[src/rtl/audio_synth.sv]
// ---------------------------------------------------------------------------
// audio_synth
// Multi-channel tone generator feeding the single-pin PWM audio output.
// Each channel runs a square or LFSR-noise oscillator gated by a one-shot
// volume envelope that decays once per video frame. Channel levels are summed
// into a registered sample, which is turned into a single PWM bit.
//
// Ports:
//   clk        in   system clock
//   rst_n      in   synchronous active-low reset
//   env_tick   in   one-cycle envelope decay strobe (frame rate)
//   ch_trig    in   per-channel note-on pulse
//   ch_noise   in   per-channel mode: 1 = LFSR noise, 0 = square
//   ch_period  in   per-channel half-period in clocks, 0 mutes the channel
//   ch_vol     in   per-channel envelope start level, loaded on trigger
//   sample     out  registered mixed sample
//   audio_pwm  out  registered PWM audio bit
// ---------------------------------------------------------------------------
module audio_synth #(
    parameter int CHANNELS = 2,
    parameter int PERIOD_W = 12,
    parameter int VOL_W    = 3,
    parameter int PWM_W    = 8,
    localparam int MIX_W   = VOL_W + $clog2(CHANNELS),
    localparam int SHIFT   = PWM_W - MIX_W
) (
    input  logic                         clk,
    input  logic                         rst_n,
    input  logic                         env_tick,
    input  logic [CHANNELS-1:0]          ch_trig,
    input  logic [CHANNELS-1:0]          ch_noise,
    input  logic [CHANNELS*PERIOD_W-1:0] ch_period,
    input  logic [CHANNELS*VOL_W-1:0]    ch_vol,
    output logic [MIX_W-1:0]             sample,
    output logic                         audio_pwm
);

    logic [PERIOD_W-1:0] r_cnt   [CHANNELS];
    logic [VOL_W-1:0]    r_env   [CHANNELS];
    logic [CHANNELS-1:0] r_phase;
    logic [14:0]         r_lfsr;
    logic [PWM_W-1:0]    r_pwmCnt;
    logic [PWM_W-1:0]    r_sampleQ;

    logic [PERIOD_W-1:0] w_period [CHANNELS];
    logic [CHANNELS-1:0] w_mute;
    logic [CHANNELS-1:0] w_reload;
    logic                w_noiseStep;
    logic [MIX_W-1:0]    w_mix;

    // Per-channel decode. The reload test uses ">=" so that shrinking the
    // period below the running count still reloads on the very next clock
    // instead of running on until the counter wraps.
    always_comb begin
        for (int i = 0; i < CHANNELS; i++) begin
            w_period[i] = ch_period[i*PERIOD_W +: PERIOD_W];
            w_mute[i]   = (w_period[i] == '0);
            w_reload[i] = !ch_trig[i] && !w_mute[i] &&
                          (r_cnt[i] >= (w_period[i] - PERIOD_W'(1)));
        end
    end

    // The shared LFSR advances once per clock no matter how many noise
    // channels reload together, so all of them see the same pre-step bit.
    assign w_noiseStep = |(w_reload & ch_noise);

    // Mixer: sum of envelope levels of channels whose phase is high. MIX_W
    // carries enough guard bits that the sum cannot overflow.
    always_comb begin
        w_mix = '0;
        for (int i = 0; i < CHANNELS; i++) begin
            if (r_phase[i]) begin
                w_mix = w_mix + MIX_W'(r_env[i]);
            end
        end
    end

    // Oscillators and envelopes. Trigger outranks mute, reload and decay.
    always_ff @(posedge clk) begin
        if (!rst_n) begin
            for (int i = 0; i < CHANNELS; i++) begin
                r_cnt[i] <= '0;
                r_env[i] <= '0;
            end
            r_phase <= '0;
        end else begin
            for (int i = 0; i < CHANNELS; i++) begin
                if (ch_trig[i]) begin
                    r_cnt[i]   <= '0;
                    r_phase[i] <= 1'b1;
                end else if (w_mute[i]) begin
                    r_cnt[i]   <= '0;
                    r_phase[i] <= 1'b0;
                end else if (w_reload[i]) begin
                    r_cnt[i]   <= '0;
                    r_phase[i] <= ch_noise[i] ? r_lfsr[0] : ~r_phase[i];
                end else begin
                    r_cnt[i]   <= r_cnt[i] + PERIOD_W'(1);
                end

                if (ch_trig[i]) begin
                    r_env[i] <= ch_vol[i*VOL_W +: VOL_W];
                end else if (env_tick && (r_env[i] != '0)) begin
                    r_env[i] <= r_env[i] - VOL_W'(1);
                end
            end
        end
    end

    // Noise source: x^15 + x^14 + 1 is maximal length, so starting from a
    // non-zero seed the register can never reach the all-zero lock-up state.
    always_ff @(posedge clk) begin
        if (!rst_n) begin
            r_lfsr <= 15'h7FFF;
        end else if (w_noiseStep) begin
            r_lfsr <= {r_lfsr[13:0], r_lfsr[14] ^ r_lfsr[13]};
        end
    end

    // Mixed sample and PWM stage. The duty value is captured only on the last
    // count of a period so each PWM period is driven by one stable level; the
    // strict "<" compare keeps the duty below 100%.
    always_ff @(posedge clk) begin
        if (!rst_n) begin
            sample    <= '0;
            r_sampleQ <= '0;
            r_pwmCnt  <= '0;
            audio_pwm <= 1'b0;
        end else begin
            sample   <= w_mix;
            r_pwmCnt <= r_pwmCnt + PWM_W'(1);
            if (&r_pwmCnt) begin
                r_sampleQ <= PWM_W'(sample) << SHIFT;
            end
            audio_pwm <= (r_pwmCnt < r_sampleQ);
        end
    end

endmodule

[config.mk]
export PLATFORM = sky130hd
export DESIGN_NAME = audio_synth
export DESIGN_NICKNAME = d
export VERILOG_FILES = /design/src/rtl/audio_synth.sv
export SDC_FILE = /design/constraint.sdc
export NUM_CORES = 1
export LEC_CHECK = 0
export CAP_MARGIN = 20
export CORE_UTILIZATION = 51
export CTS_BUF_LIST = sky130_fd_sc_hd__clkbuf_2
export DETAILED_ROUTE_END_ITERATION = 12
export GPL_ROUTABILITY_DRIVEN = 0
export PLACE_DENSITY_LB_ADDON = 0.3
export SYNTH_ARGS = -nofsm -noshare
export SYNTH_HDL_FRONTEND = slang
export SYNTH_SLANG_ARGS = --single-unit
[constraint.sdc]
create_clock -name clk -period 4.6 [get_ports clk]
set_clock_uncertainty 0.2 [all_clocks]
set_input_delay 1.15 -clock clk [delete_from_list [all_inputs] [get_ports clk]]
set_output_delay 1.15 -clock clk [all_outputs]
set_load 0.1 [all_outputs]
==> results.yml, run 1 <==
setup_path:
  rrSetupSlack_ps: 1720
  slowest_delay_ps: 510
  reg2reg_from: "r_cnt[0][2]"
  required_ps: 4730
  timing.rr.end: "r_cnt[0][6]"
  crit_type: "in -> reg"
  worstPathArrival_ps: 4300
  crit_chain: "clkdlybuf4s50_1 -> nor4_1 -> nor4b_1 -> buf_4 -> nand2_1 -> xor2_1 -> ha_1 -> a21o_1 -> a21o_1 -> a22oi_1 -> nand2_1 -> or4_1 -> buf_4 -> nor2_1"
  cp_max_fo: 8
  reg2reg_depth: 7
  start_kind: "input pin"
  cpMaxStageDelayCell: "or4_1"
  setup.worst_path.end_class: "register"
final_layout:
  fillers: 585
  area_delta_synth_final_pct: 21.1
  layout-drive-gt1-share: 0.0803
  antennaDiodeCount: 0
  final_nets: 570
run_status:
  status: "completed"
clock_tree:
  clock-root-buffer: "clkbuf_2"
  cts_tree: "yes"
  cts_buffers: 9
  post_cts_buffers: 0
  ctsResizeCount: 0
  clockBufferDepth: 2
  clk_latency_ps: 470
  hold_buffers: 0
  h-tree-depth: 3
  path_clk_slew_ps: 170
  clock-sinks: 64
timing:
  min_period_ps: 4170
  setup_viol: 0
  rsz0062_at_grt: "false"
  max_slew.worst_pin.slew_ps: 965
  period_share: 0.905
  finalSetupTns_ps: 0
  slew_headroom: 0.355
  drv_slew: 0
  max_freq_ghz: 0.240
  worst_slack_ps: 435
  hold_viol_final: 0
pwr:
  power_frac_clock: 0.272
  seqPwrFrac: 0.534
  intPower_uw: 864
  power_mw: 1.22
  pwr-share-comb: 0.194
  leakage_nw: 1.92
  switching_share: 0.289
  switchingPower_uw: 351
  ir_drop_v: 0.000155
  p_per_area_nw_per_um2: 257
synthesis:
  yosysWarnings: 0
  yosysUniqueCellTypes: 47
  synth_edf_count: 30
  synthArstFlopShare: 0
  ys_seq_area_frac: 0.406
  synth_ff_type: "dfxtp_1"
  ys_ff_latch: 64
  synth_cells: 408
  avgSynthCellArea_um2: 9.56
  synth.cell_area_um2: 3900
floorplan:
  die_x_um: 89.4
  die_area_um2: 8000
  die_h_um: 89.4
  io_pins: 42
  core_area_um2: 7330
  row_count: 31
  start_util: 0.532
route:
  wl_per_cell_um: 12.4
  dr_total_vias: 3051
  antenna_left: 0
  via_per_inst: 5.11
  first_iter_violations: 139
  drc: 0
  drt-pass1-iter-count: 4
  wl_um: 7420
worst_hold_path:
  whs_endpoint: "r_pwmCnt[0]"
  min_path_type: "reg -> reg"
  hp-start: "r_pwmCnt[0]"
  holdPathStages: 1
global_routing:
  grt_use_total: 0.205
  antenna_found_initial: 0
  grt_max_degree: 22
  grt_pass1_wl_um: 12600
  grt_pass1_vias: 2945
  overflow: 0
placed_design:
  portBuffers: 41
  place_hpwl_um: 5900
  pre_cts_slack_ps: -98.5
run:
  maxCapViolations: 0
sequential cells by signal, summed over array words and instances, names as in the netlist:
signal / flops
sample: 4
r_env: 6
r_phase: 2
r_pwmCnt: 8
r_sampleQ: 4
r_cnt: 24
audio_pwm: 1
r_lfsr: 15
layout make-up:
| class | instances | area, µm² | area share |
|---|---|---|---|
| sequential | 64 | 1580 | 0.335 |
| clock inverter | 6 | 57.6 | 0.0122 |
| multi-input combinational | 338 | 2270 | 0.481 |
| tap | 99 | 124 | 0.0262 |
| timing repair buffer | 59 | 558 | 0.118 |
| inverter | 21 | 78.8 | 0.0167 |
| clock buffer | 10 | 50.0 | 0.0106 |
per-layer routing:
layer / track usage / routed length [µm]
met2: 0.355 / 3470
met4: 0.0476 / 52
met3: 0.0600 / 277
met5: 0 / 0
met1: 0.250 / 3610
worst max-delay path, delay by kind of cell:
family                   cells  cell delay, ps
XOR/XNOR                     1             140
adder cells (fa/ha/maj)      1             300
AO/OA/AOI/OAI                3             540
AND/OR/NAND/NOR              6            1380
buffers and inverters        3             790
logic make-up (layout without fill, tap and decap cells):
kind of cell	count (synthesis)	count (layout)	synth area share
DFF	64	64	0.406
xor gates and xnor gates	47	47	0.106
and+or+nand+nor	158	158	0.193
adders and majority gates	40	40	0.130
muxes	21	21	0.0542
buffers and inverters	29	96	0.0340
other	1	24	0.000962
AOI/OAI and AO/OA	48	48	0.0767
placed cells by master (no fill, tap or decap), types with 8 or more instances in the layout:
cell and instances:
a21o_1 8, nand3_1 15, clkbuf_2 10, clkdlybuf4s50_1 41, buf_4 17, inv_1 21
ha_1 39, xor2_1 23, dfxtp_1 34, nand2_1 29, a21oi_1 15, o21ai_0 13
conb_1 24, xnor2_1 24, edfxtp_1 30, nor2_1 68, mux2i_1 20
power by group through the flow:
| stage | clock network (mW) | logic (mW) | registers [mW] |
|---|---|---|---|
| 2_1_floorplan | 0 | 0.133 | 0.672 |
| 3_5_place_dp | 0 | 0.235 | 0.661 |
| 4_1_cts | 0.341 | 0.236 | 0.649 |
| 5_1_grt | 0.375 | 0.265 | 0.653 |
| 6_report | 0.330 | 0.236 | 0.649 |
| 3_3_place_gp | 0 | 0.226 | 0.660 |
cell usage after synthesis, drive strengths merged, types with 6 or more instances:
| library cell | instances | area, µm² |
|---|---|---|
| xnor2 | 24 | 210 |
| nand3 | 15 | 75.1 |
| ha | 39 | 488 |
| o21ai | 13 | 65.1 |
| dfxtp | 34 | 681 |
| xor2 | 23 | 201 |
| edfxtp | 30 | 901 |
| a21oi | 15 | 75.1 |
| inv | 21 | 78.8 |
| nand2 | 29 | 109 |
| mux2i | 20 | 200 |
| a21o | 8 | 60.1 |
| nor2 | 68 | 255 |
| and3 | 6 | 37.5 |
| nor3 | 8 | 45.0 |
how the worst max path moves through the flow:
stage,start,endpoint,slack (ps),depth (start not counted)
2_1_floorplan,ch_period[15],r_cnt[1][10],350,12
3_3_place_gp,ch_period[5],r_cnt[0][7],20,10
3_5_place_dp,ch_period[3],r_cnt[0][6],-100,12
4_1_cts,ch_period[3],r_cnt[0][6],440,12
5_1_grt,ch_period[3],r_cnt[0][4],220,12
6_report,ch_period[15],r_cnt[1][5],430,14
per-stage QoR:
step,util,cell area [µm²],hold WS (ps),cells
floorplan,-,3990,218,431
global placement,0.629,4610,229,581
detailed placement,0.629,4610,256,581
CTS,0.644,4720,280,597
global route,0.644,4720,306,597
finish,0.644,4720,273,597
No activity file was read; power rests on OpenSTA's default activity.
==> run 2: changes to the inputs <==
--- a/config.mk
+++ b/config.mk
@@ -5,7 +5,7 @@
 export SDC_FILE = /design/constraint.sdc
 export NUM_CORES = 1
 export LEC_CHECK = 0
-export CAP_MARGIN = 20
+export CORE_MARGIN = 2
 export CORE_UTILIZATION = 51
 export CTS_BUF_LIST = sky130_fd_sc_hd__clkbuf_2
 export DETAILED_ROUTE_END_ITERATION = 12
==> run 2 against run 1 <==
Compared with the run above:
- routed wire length is 1.8% lower
- design area is 0.37% higher
- combinational power is 3% lower
- final cell count is 0.84% lower
- global-route usage is 1.9 points lower
- via count is 0.59% lower
- critical path type unchanged
- critical endpoint is now r_cnt[0][3]
==> results.yml, run 2 (synthesis gave the netlist of run 1 again) <==
setup_path:
  reg2reg_depth: 9
  cp_max_fo: 12
  crit_type: "in -> reg"
  worstPathArrival_ps: 4220
  rrSetupSlack_ps: 1750
  timing.rr.end: "r_cnt[1][4]"
  setup.worst_path.end_class: "register"
  start_kind: "input pin"
  required_ps: 4750
  reg2reg_from: "r_cnt[1][0]"
placed_design:
  place_hpwl_um: 5820
  dpl_cell_area_um2: 4580
  portBuffers: 41
  pre_cts_slack_ps: -15.3
route:
  met2_length_um: 3500
  drc: 0
  wl_per_cell_um: 12.3
  dr_total_vias: 3033
  dr_wl_met3_um: 277
  antenna_left: 0
  drt-pass1-iter-count: 4
  top_layer_used: "met4"
  wl_um: 7280
  m1WireLength_um: 3380
  first_iter_violations: 90
  via_per_inst: 5.12
pwr:
  leakage_nw: 1.92
  p_per_area_nw_per_um2: 280
  ir_drop_v: 0.000133
worst_hold_path:
  hp-start: "r_pwmCnt[0]"
  min_path_type: "reg -> reg"
  holdPathStages: 1
  whs_endpoint: "r_pwmCnt[0]"
timing:
  min_period_ps: 4070
  max_freq_ghz: 0.245
  drv_slew: 0
  setup_viol: 0
  worst_slack_ps: 526
  period_share: 0.886
  rsz0062_at_grt: "false"
  hold_viol_final: 0
  slew_headroom: 0.355
  max_slew.worst_pin.slew_ps: 965
final_layout:
  layout.cells.most_common_list: "nor2_1, clkdlybuf4s50_1, ha_1"
  register_area_um2: 1580
  largest_reg_flops: 24
  fin_area_um2: 4740
  multiInputGateArea_um2: 2270
  fillers: 589
  final_common_cell: "nor2_1"
  area_delta_synth_final_pct: 21.5
  largest_register: "r_cnt"
  reg_top3: "r_cnt: 24 flops, r_lfsr: 15 flops, r_pwmCnt: 8 flops"
  layout-drive-gt1-share: 0.0690
  final_nets: 565
  antennaDiodeCount: 0
global_routing:
  grt_use_total: 0.185
  overflow: 0
  antenna_found_initial: 0
  grt_max_degree: 21
  grt_pass1_vias: 2889
  grt_pass1_wl_um: 12500
clock_tree:
  h-tree-depth: 3
  cts_tree: "yes"
  cts_buffers: 9
  hold_buffers: 0
  clock-root-buffer: "clkbuf_2"
  clockBufferDepth: 2
  path_clk_slew_ps: 190
  clock-sinks: 64
  ctsResizeCount: 0
  clk_latency_ps: 490
  post_cts_buffers: 0
floorplan:
  core_area_um2: 7330
  die_h_um: 91.4
  die_area_um2: 8360
  row_count: 31
  start_util: 0.532
  io_pins: 42
  die_x_um: 91.4
run_status:
  status: "completed"
run:
  maxCapViolations: 0
run 2: changes by cell type in the layout (fill, tap and decap cells not counted), sizes merged:
cell	before	now
clkbuf	10	9
bufinv	1	3
clkinv	3	2
buf	18	13
run 2: final cells by class:
type                            instances  share of cell area
Tap cell                               99              0.0261
Sequential cell                        64               0.334
Inverter                               21              0.0166
Timing Repair Buffer                   54               0.110
Clock inverter                          7              0.0248
Clock buffer                            9             0.00950
Multi-Input combinational cell        338               0.479
run 2: per-stage QoR:
| step | setup TNS, ps | hold slack (ps) | power (mW) | util | instances |
|---|---|---|---|---|---|
| finish | 0 | 289 | 1.33 | 0.647 | 592 |
| global route | 0 | 332 | 1.39 | 0.647 | 592 |
| CTS | 0 | 294 | 1.34 | 0.647 | 592 |
| detailed placement | -19.7 | 267 | 0.891 | 0.624 | 576 |
| global placement | 0 | 226 | 0.882 | 0.624 | 576 |
| floorplan | 0 | 218 | 0.805 | - | 431 |
run 2: report_power, final:
part / leakage, nW / internal (mW) / switching [mW] / total, mW
logic: 1.23 / 0.110 / 0.120 / 0.230
clock network: 0.0945 / 0.236 / 0.213 / 0.449
registers: 0.590 / 0.625 / 0.0243 / 0.649
run 2: worst max path at each step:
stage              endpoint     startpoint  slack (ps)
5_1_grt         r_cnt[0][4]   ch_period[3]         250
3_5_place_dp   r_cnt[0][10]   ch_period[0]         -20
2_1_floorplan  r_cnt[1][10]  ch_period[15]         350
3_3_place_gp    r_cnt[0][8]   ch_period[5]          70
6_report        r_cnt[0][3]   ch_period[7]         530
4_1_cts         r_cnt[1][4]  ch_period[15]         530
run 2: critical path, stage by stage:
cell and delay, ps:
clkdlybuf4s50_1 460, or4_4 510, or3_4 370, nor2_1 140
xnor2_1 140, ha_1 260, a21oi_1 120, o21ai_0 120
or4_2 800, nor2_1 170
run 2: per-layer routing:
metal | vias up | global-route usage
li1 | 1569 | -
met1 | 1394 | 0.228
met2 | 58 | 0.315
met3 | 12 | 0.0357
met4 | 0 | 0.0770
met5 | - | 0
==> patch 1, RTL diff (flow settings as in run 2) <==
Make the reset (`rst_n`) asynchronous in 3 clocked blocks. Comments in the files are not updated.
--- a/src/rtl/audio_synth.sv
+++ b/src/rtl/audio_synth.sv
@@ -77,5 +77,5 @@
 
     // Oscillators and envelopes. Trigger outranks mute, reload and decay.
-    always_ff @(posedge clk) begin
+    always_ff @(posedge clk or negedge rst_n) begin
         if (!rst_n) begin
             for (int i = 0; i < CHANNELS; i++) begin
@@ -110,5 +110,5 @@
     // Noise source: x^15 + x^14 + 1 is maximal length, so starting from a
     // non-zero seed the register can never reach the all-zero lock-up state.
-    always_ff @(posedge clk) begin
+    always_ff @(posedge clk or negedge rst_n) begin
         if (!rst_n) begin
             r_lfsr <= 15'h7FFF;
@@ -121,5 +121,5 @@
     // count of a period so each PWM period is driven by one stable level; the
     // strict "<" compare keeps the duty below 100%.
-    always_ff @(posedge clk) begin
+    always_ff @(posedge clk or negedge rst_n) begin
         if (!rst_n) begin
             sample    <= '0;
Formal check against the unedited RTL: differs if rst_n is asserted again (counterexample within 4 cycles, from zero or initial values and one cycle with rst_n low); with rst_n held inactive, the same outputs for 10 cycles.
==> patch 1 against run 2 <==
  * Sequential power down 5.9%
  * Non-clock buffer count up 3
  * Worst setup slack worse by 0.32 ns
  * Cell area down 2.3%
  * Clock power down 27%
  * Synthesized area unchanged
  * Register-to-register slack better by 0.20 ns
  * Die area unchanged
  * Sequential cell count unchanged
  * Wire length down 4.6%
  * Power down 5.0%
  * Combinational power up 40%
  * Critical endpoint is now r_lfsr[8]$_DFFE_PN1P_
  * Largest cell class unchanged
  * Highest routed layer unchanged
==> patch 1: results (changes against run 2) <==
Max VDD drop: 0.0001536 V (+15%)
CP endpoint: r_lfsr[8]$_DFFE_PN1P_
R2R Path Start: r_cnt[0]$_DFF_PN0_
Netlist cell types: 45 (-4.3%)
Internal Pwr Total: 0.8343 mW (-14%)
dominant cells by area after synthesis: dfrtp_1 (31%), ha_1 (13%), dfstp_2 (10%), xor2_1 (5.8%), xnor2_1 (5.4%)
mux contribution to synthesized area: 6.673% (+1.3 points)
async set or reset register ratio after synthesis: 100.0% (+100 points)
Post-synth top flop: dfrtp_1
worst skew pair latency: 0.47 ns (-0.02 ns)
Clock Power Share: 26.0% (-7.8 points)
XOR/XNOR Fraction of Synth Area: 11.23% (+0.67 points)
Seq area share: 35.00% (+1.6 points)
seq_cells: 64 (unchanged)
pre-CTS setup slack: -0.3192 ns (-0.3038 ns)
Max Clock Freq: 0.2273 GHz (-7.4%)
number of clock buffers in the layout: 10 (+1)
multi-input gate count: 288 (-15%)
initial drt markers: 77 (-14%)
combinational share of power: 25.6% (+8.3 points)
Signal buf overhead: 11.35% (+0.37 points)
CTS H-tree depth: 3 (unchanged)
outcome: finished clean
metal2 WL: 3.363 mm (-3.9%)
ClkCell Share: 2.378% (-1.1 points)
Clk. pwr: 0.328 mW (-27%)
Nets: 521 (-7.8%)
CP peak stage delay: 0.54 ns (-0.26 ns)
share of layout cells above drive strength 1: 14.92% (+8.0 points)
R2R setup slack: 1.95 ns (+0.20 ns)
inverter count: 24 (+14%)
M1 wire length: 3.249 mm (-3.8%)
Reg2Reg Depth: 8 (-1)
worst-path fanout max: 15 (+3)
hold path startpoint: r_pwmCnt[3]$_DFF_PN0_
Hold Path End: r_pwmCnt[3]$_DFF_PN0_
final wirelength: 6.945 mm (-4.6%)
top post-synthesis cells by count: dfrtp_1 (49), nor2_1 (43), ha_1 (39)
Arrival @ worst endpoint: 4.62 ns (+0.40 ns)
Fin Hold WS: 0.3038 ns (+0.01513 ns)
final-layout fill cell count: 590 (+0.17%)
worst slew pin tran: 0.9632 ns (-0.001648 ns)
via count: 2816 (-7.2%)
DR top layer: met4
largest net degree at the start of global routing: 40 (+90%)
first-pass GRT wire length: 12.18 mm (-2.4%)
met3 wire length: 223 µm (-19%)
Crit. Startpoint: ch_period[3]
area fraction in compound gates after synthesis: 7.186% (-0.48 points)
Multi-input gate area: 2160 µm² (-5.0%)
Total GRT Usage: 18.05% (-0.46 points)
biggest regs: r_cnt (24), r_lfsr (15), r_pwmCnt (8)
count of plain and timing-repair buffers in the layout: 57 (+5.6%)
==> patch 1: cell types whose count changed in the layout (fill, tap and decap cells not counted), moves of 4 or more <==
cell      delta
dfstp_2     +15
nor2_1      -25
buf_4        +4
conb_1      -24
mux2_1       +5
mux2_4      +10
mux2i_1     -18
edfxtp_1    -30
dfrtp_1     +49
dfxtp_1     -34
a21oi_1      -6
==> patch 1: layer usage <==
layer	vias up	track usage (%)
met3	8	3.651
met1	1330	22.71
met5	-	0
li1	1427	-
met2	51	30.45
met4	0	6.944
==> patch 1: per-stage QoR <==
stage          utilization, %  instance area (µm²)  setup TNS (ns)  instances
5_1_grt                 63.15                 4629               0        548
3_3_place_gp            61.65                 4519          -4.201        532
3_5_place_dp            61.65                 4519          -5.994        532
4_1_cts                 63.15                 4629               0        548
2_1_floorplan               -                 3900               0        382
6_report                63.15                 4629               0        548
==> patch 2, RTL diff (config.mk and constraints of run 2) <==
Without the edit above. Change the parameter `CHANNELS` from 2 to 1.
--- a/src/rtl/audio_synth.sv
+++ b/src/rtl/audio_synth.sv
@@ -18,5 +18,5 @@
 // ---------------------------------------------------------------------------
 module audio_synth #(
-    parameter int CHANNELS = 2,
+    parameter int CHANNELS = 1,
     parameter int PERIOD_W = 12,
     parameter int VOL_W    = 3,
Interface: changed (5 resized); port bits go from 42 to 24. No check against the original RTL was run, so the function may have changed too.
==> patch 2 against run 2 <==
  * Die area down 32%
  * Sequential cell count shrank 18
  * Via count down 37%
  * First-iteration DRC count is 28% lower
  * Non-clock buffer count is 26 lower
  * Cell area is 37% lower
  * Power is 40% lower
  * Worst setup slack worse by 0.0082 ns
  * Largest power group unchanged
  * Sequential share of layout area is 2.3 points higher
  * Synthesized area down 33%
  * Wire length is 37% lower
==> patch 2: results (changes against run 2) <==
Max VDD drop: 0.0002917 V (+120%)
Post-synth top flop: dfxtp_1
vias in the first global route: 1798 (-38%)
dominant cells by area after synthesis: dfxtp_1 (24%), edfxtp_1 (17%), ha_1 (9.2%), o211ai_2 (4.8%), xnor2_1 (4.4%)
share of layout cells above drive strength 1: 9.030% (+2.1 points)
Reg clk slew, reported paths: 0.21 ns (+0.02 ns)
outcome: finished clean
Arrival @ worst endpoint: 4.12 ns (-0.10 ns)
Nets: 337 (-40%)
sequential fraction of the synthesis area: 41.27% (+0.72 points)
Switch Pwr: 0.2018 mW (-44%)
Num CTS Buffers: 5 (-4)
first-pass GRT wire length: 7.734 mm (-38%)
pre-CTS setup slack: 0.1004 ns (+0.1157 ns)
via count: 1903 (-37%)
Detail Placement HPWL: 3.490 mm (-40%)
CTS H-tree depth: 2 (-1)
worst skew pair latency: 0.38 ns (-0.11 ns)
Post-synth EDFFs: 15 (-50%)
Slew Limit Headroom: 35.34% (-0.13 points)
DP Area: 2934 µm² (-36%)
Placed Cells: 358 (-38%)
Mapped Cells: 262 (-36%)
top post-synthesis cells by count: dfxtp_1 (31), inv_1 (20), ha_1 (19)
Lkg Pwr: 1.161 nW (-39%)
initial drt markers: 65 (-28%)
Netlist cell types: 39 (-17%)
biggest regs: r_lfsr (15), r_cnt (12), r_pwmCnt (8)
Via-to-Cell Ratio: 5.199 (+1.5%)
final wirelength: 4.619 mm (-37%)
## patch 2: logic make-up (layout without fill, tap and decap cells)
kind of cell    after synthesis  in the layout  share of synthesized area [%]
other cells                   1             12                         0.1445
xor+xnor                     26             26                          8.775
mux                           8              8                          3.086
simple gates                 89             89                          18.80
fa+ha+maj                    19             19                          9.161
compound gates               43             43                          13.79
buf+inv                      30             56                          4.966
flops                        46             46                          41.27
## patch 2: worst max-delay path, cell delays in order
cell             delay [ns]
clkdlybuf4s50_1        0.51
nor4_4                 0.37
nor4b_1                0.27
buf_4                  0.18
nand2_1                0.06
xor2_1                 0.15
ha_1                   0.31
a21oi_1                0.16
o221ai_1               0.18
or3_1                  0.61
nor2_1                 0.17
## patch 2: area by class of cell
cell class | instances | area, µm²
multi-input combinational | 197 | 1436
inverter | 20 | 75.07
clock buffer | 7 | 35.03
sequential | 46 | 1071
fill | 434 | 1818
tap | 67 | 83.83
timing repair buffer | 28 | 267.8
clock inverter | 1 | 30.03
## patch 2: metal layers
| metal | global-route usage, % | share of wire, % | vias up | wire length (µm) |
|---|---|---|---|---|
| li1 | - | - | 982 | - |
| met1 | 22.47 | 48 | 903 | 2230 |
| met2 | 30.34 | 49 | 16 | 2249 |
| met3 | 4.101 | 2.4 | 2 | 113 |
| met4 | 4.094 | 0.56 | 0 | 26 |
| met5 | 0 | 0 | - | 0 |
## patch 2: power groups by stage
stage               Sequential (mW)  Clock, mW  Combinational, mW
floorplan                     0.466          0             0.0786
finish                        0.455      0.217              0.124
detailed placement            0.463          0              0.123
global placement              0.463          0              0.121
global route                  0.458      0.236              0.139
CTS                           0.455      0.224              0.124
## patch 2: final timing paths
kind	startpoint	to	slack, ns	cells after the start
max	ch_period[3]	r_cnt[0][2]$_SDFFCE_PN0P_	0.52	11
max reg2reg	r_cnt[0][2]$_SDFFCE_PN0P_	r_cnt[0][2]$_SDFFCE_PN0P_	2.13	6
min reg2reg	r_pwmCnt[0]$_SDFF_PN0_	r_pwmCnt[0]$_SDFF_PN0_	0.26	1
min	r_pwmCnt[0]$_SDFF_PN0_	r_pwmCnt[0]$_SDFF_PN0_	0.26	1
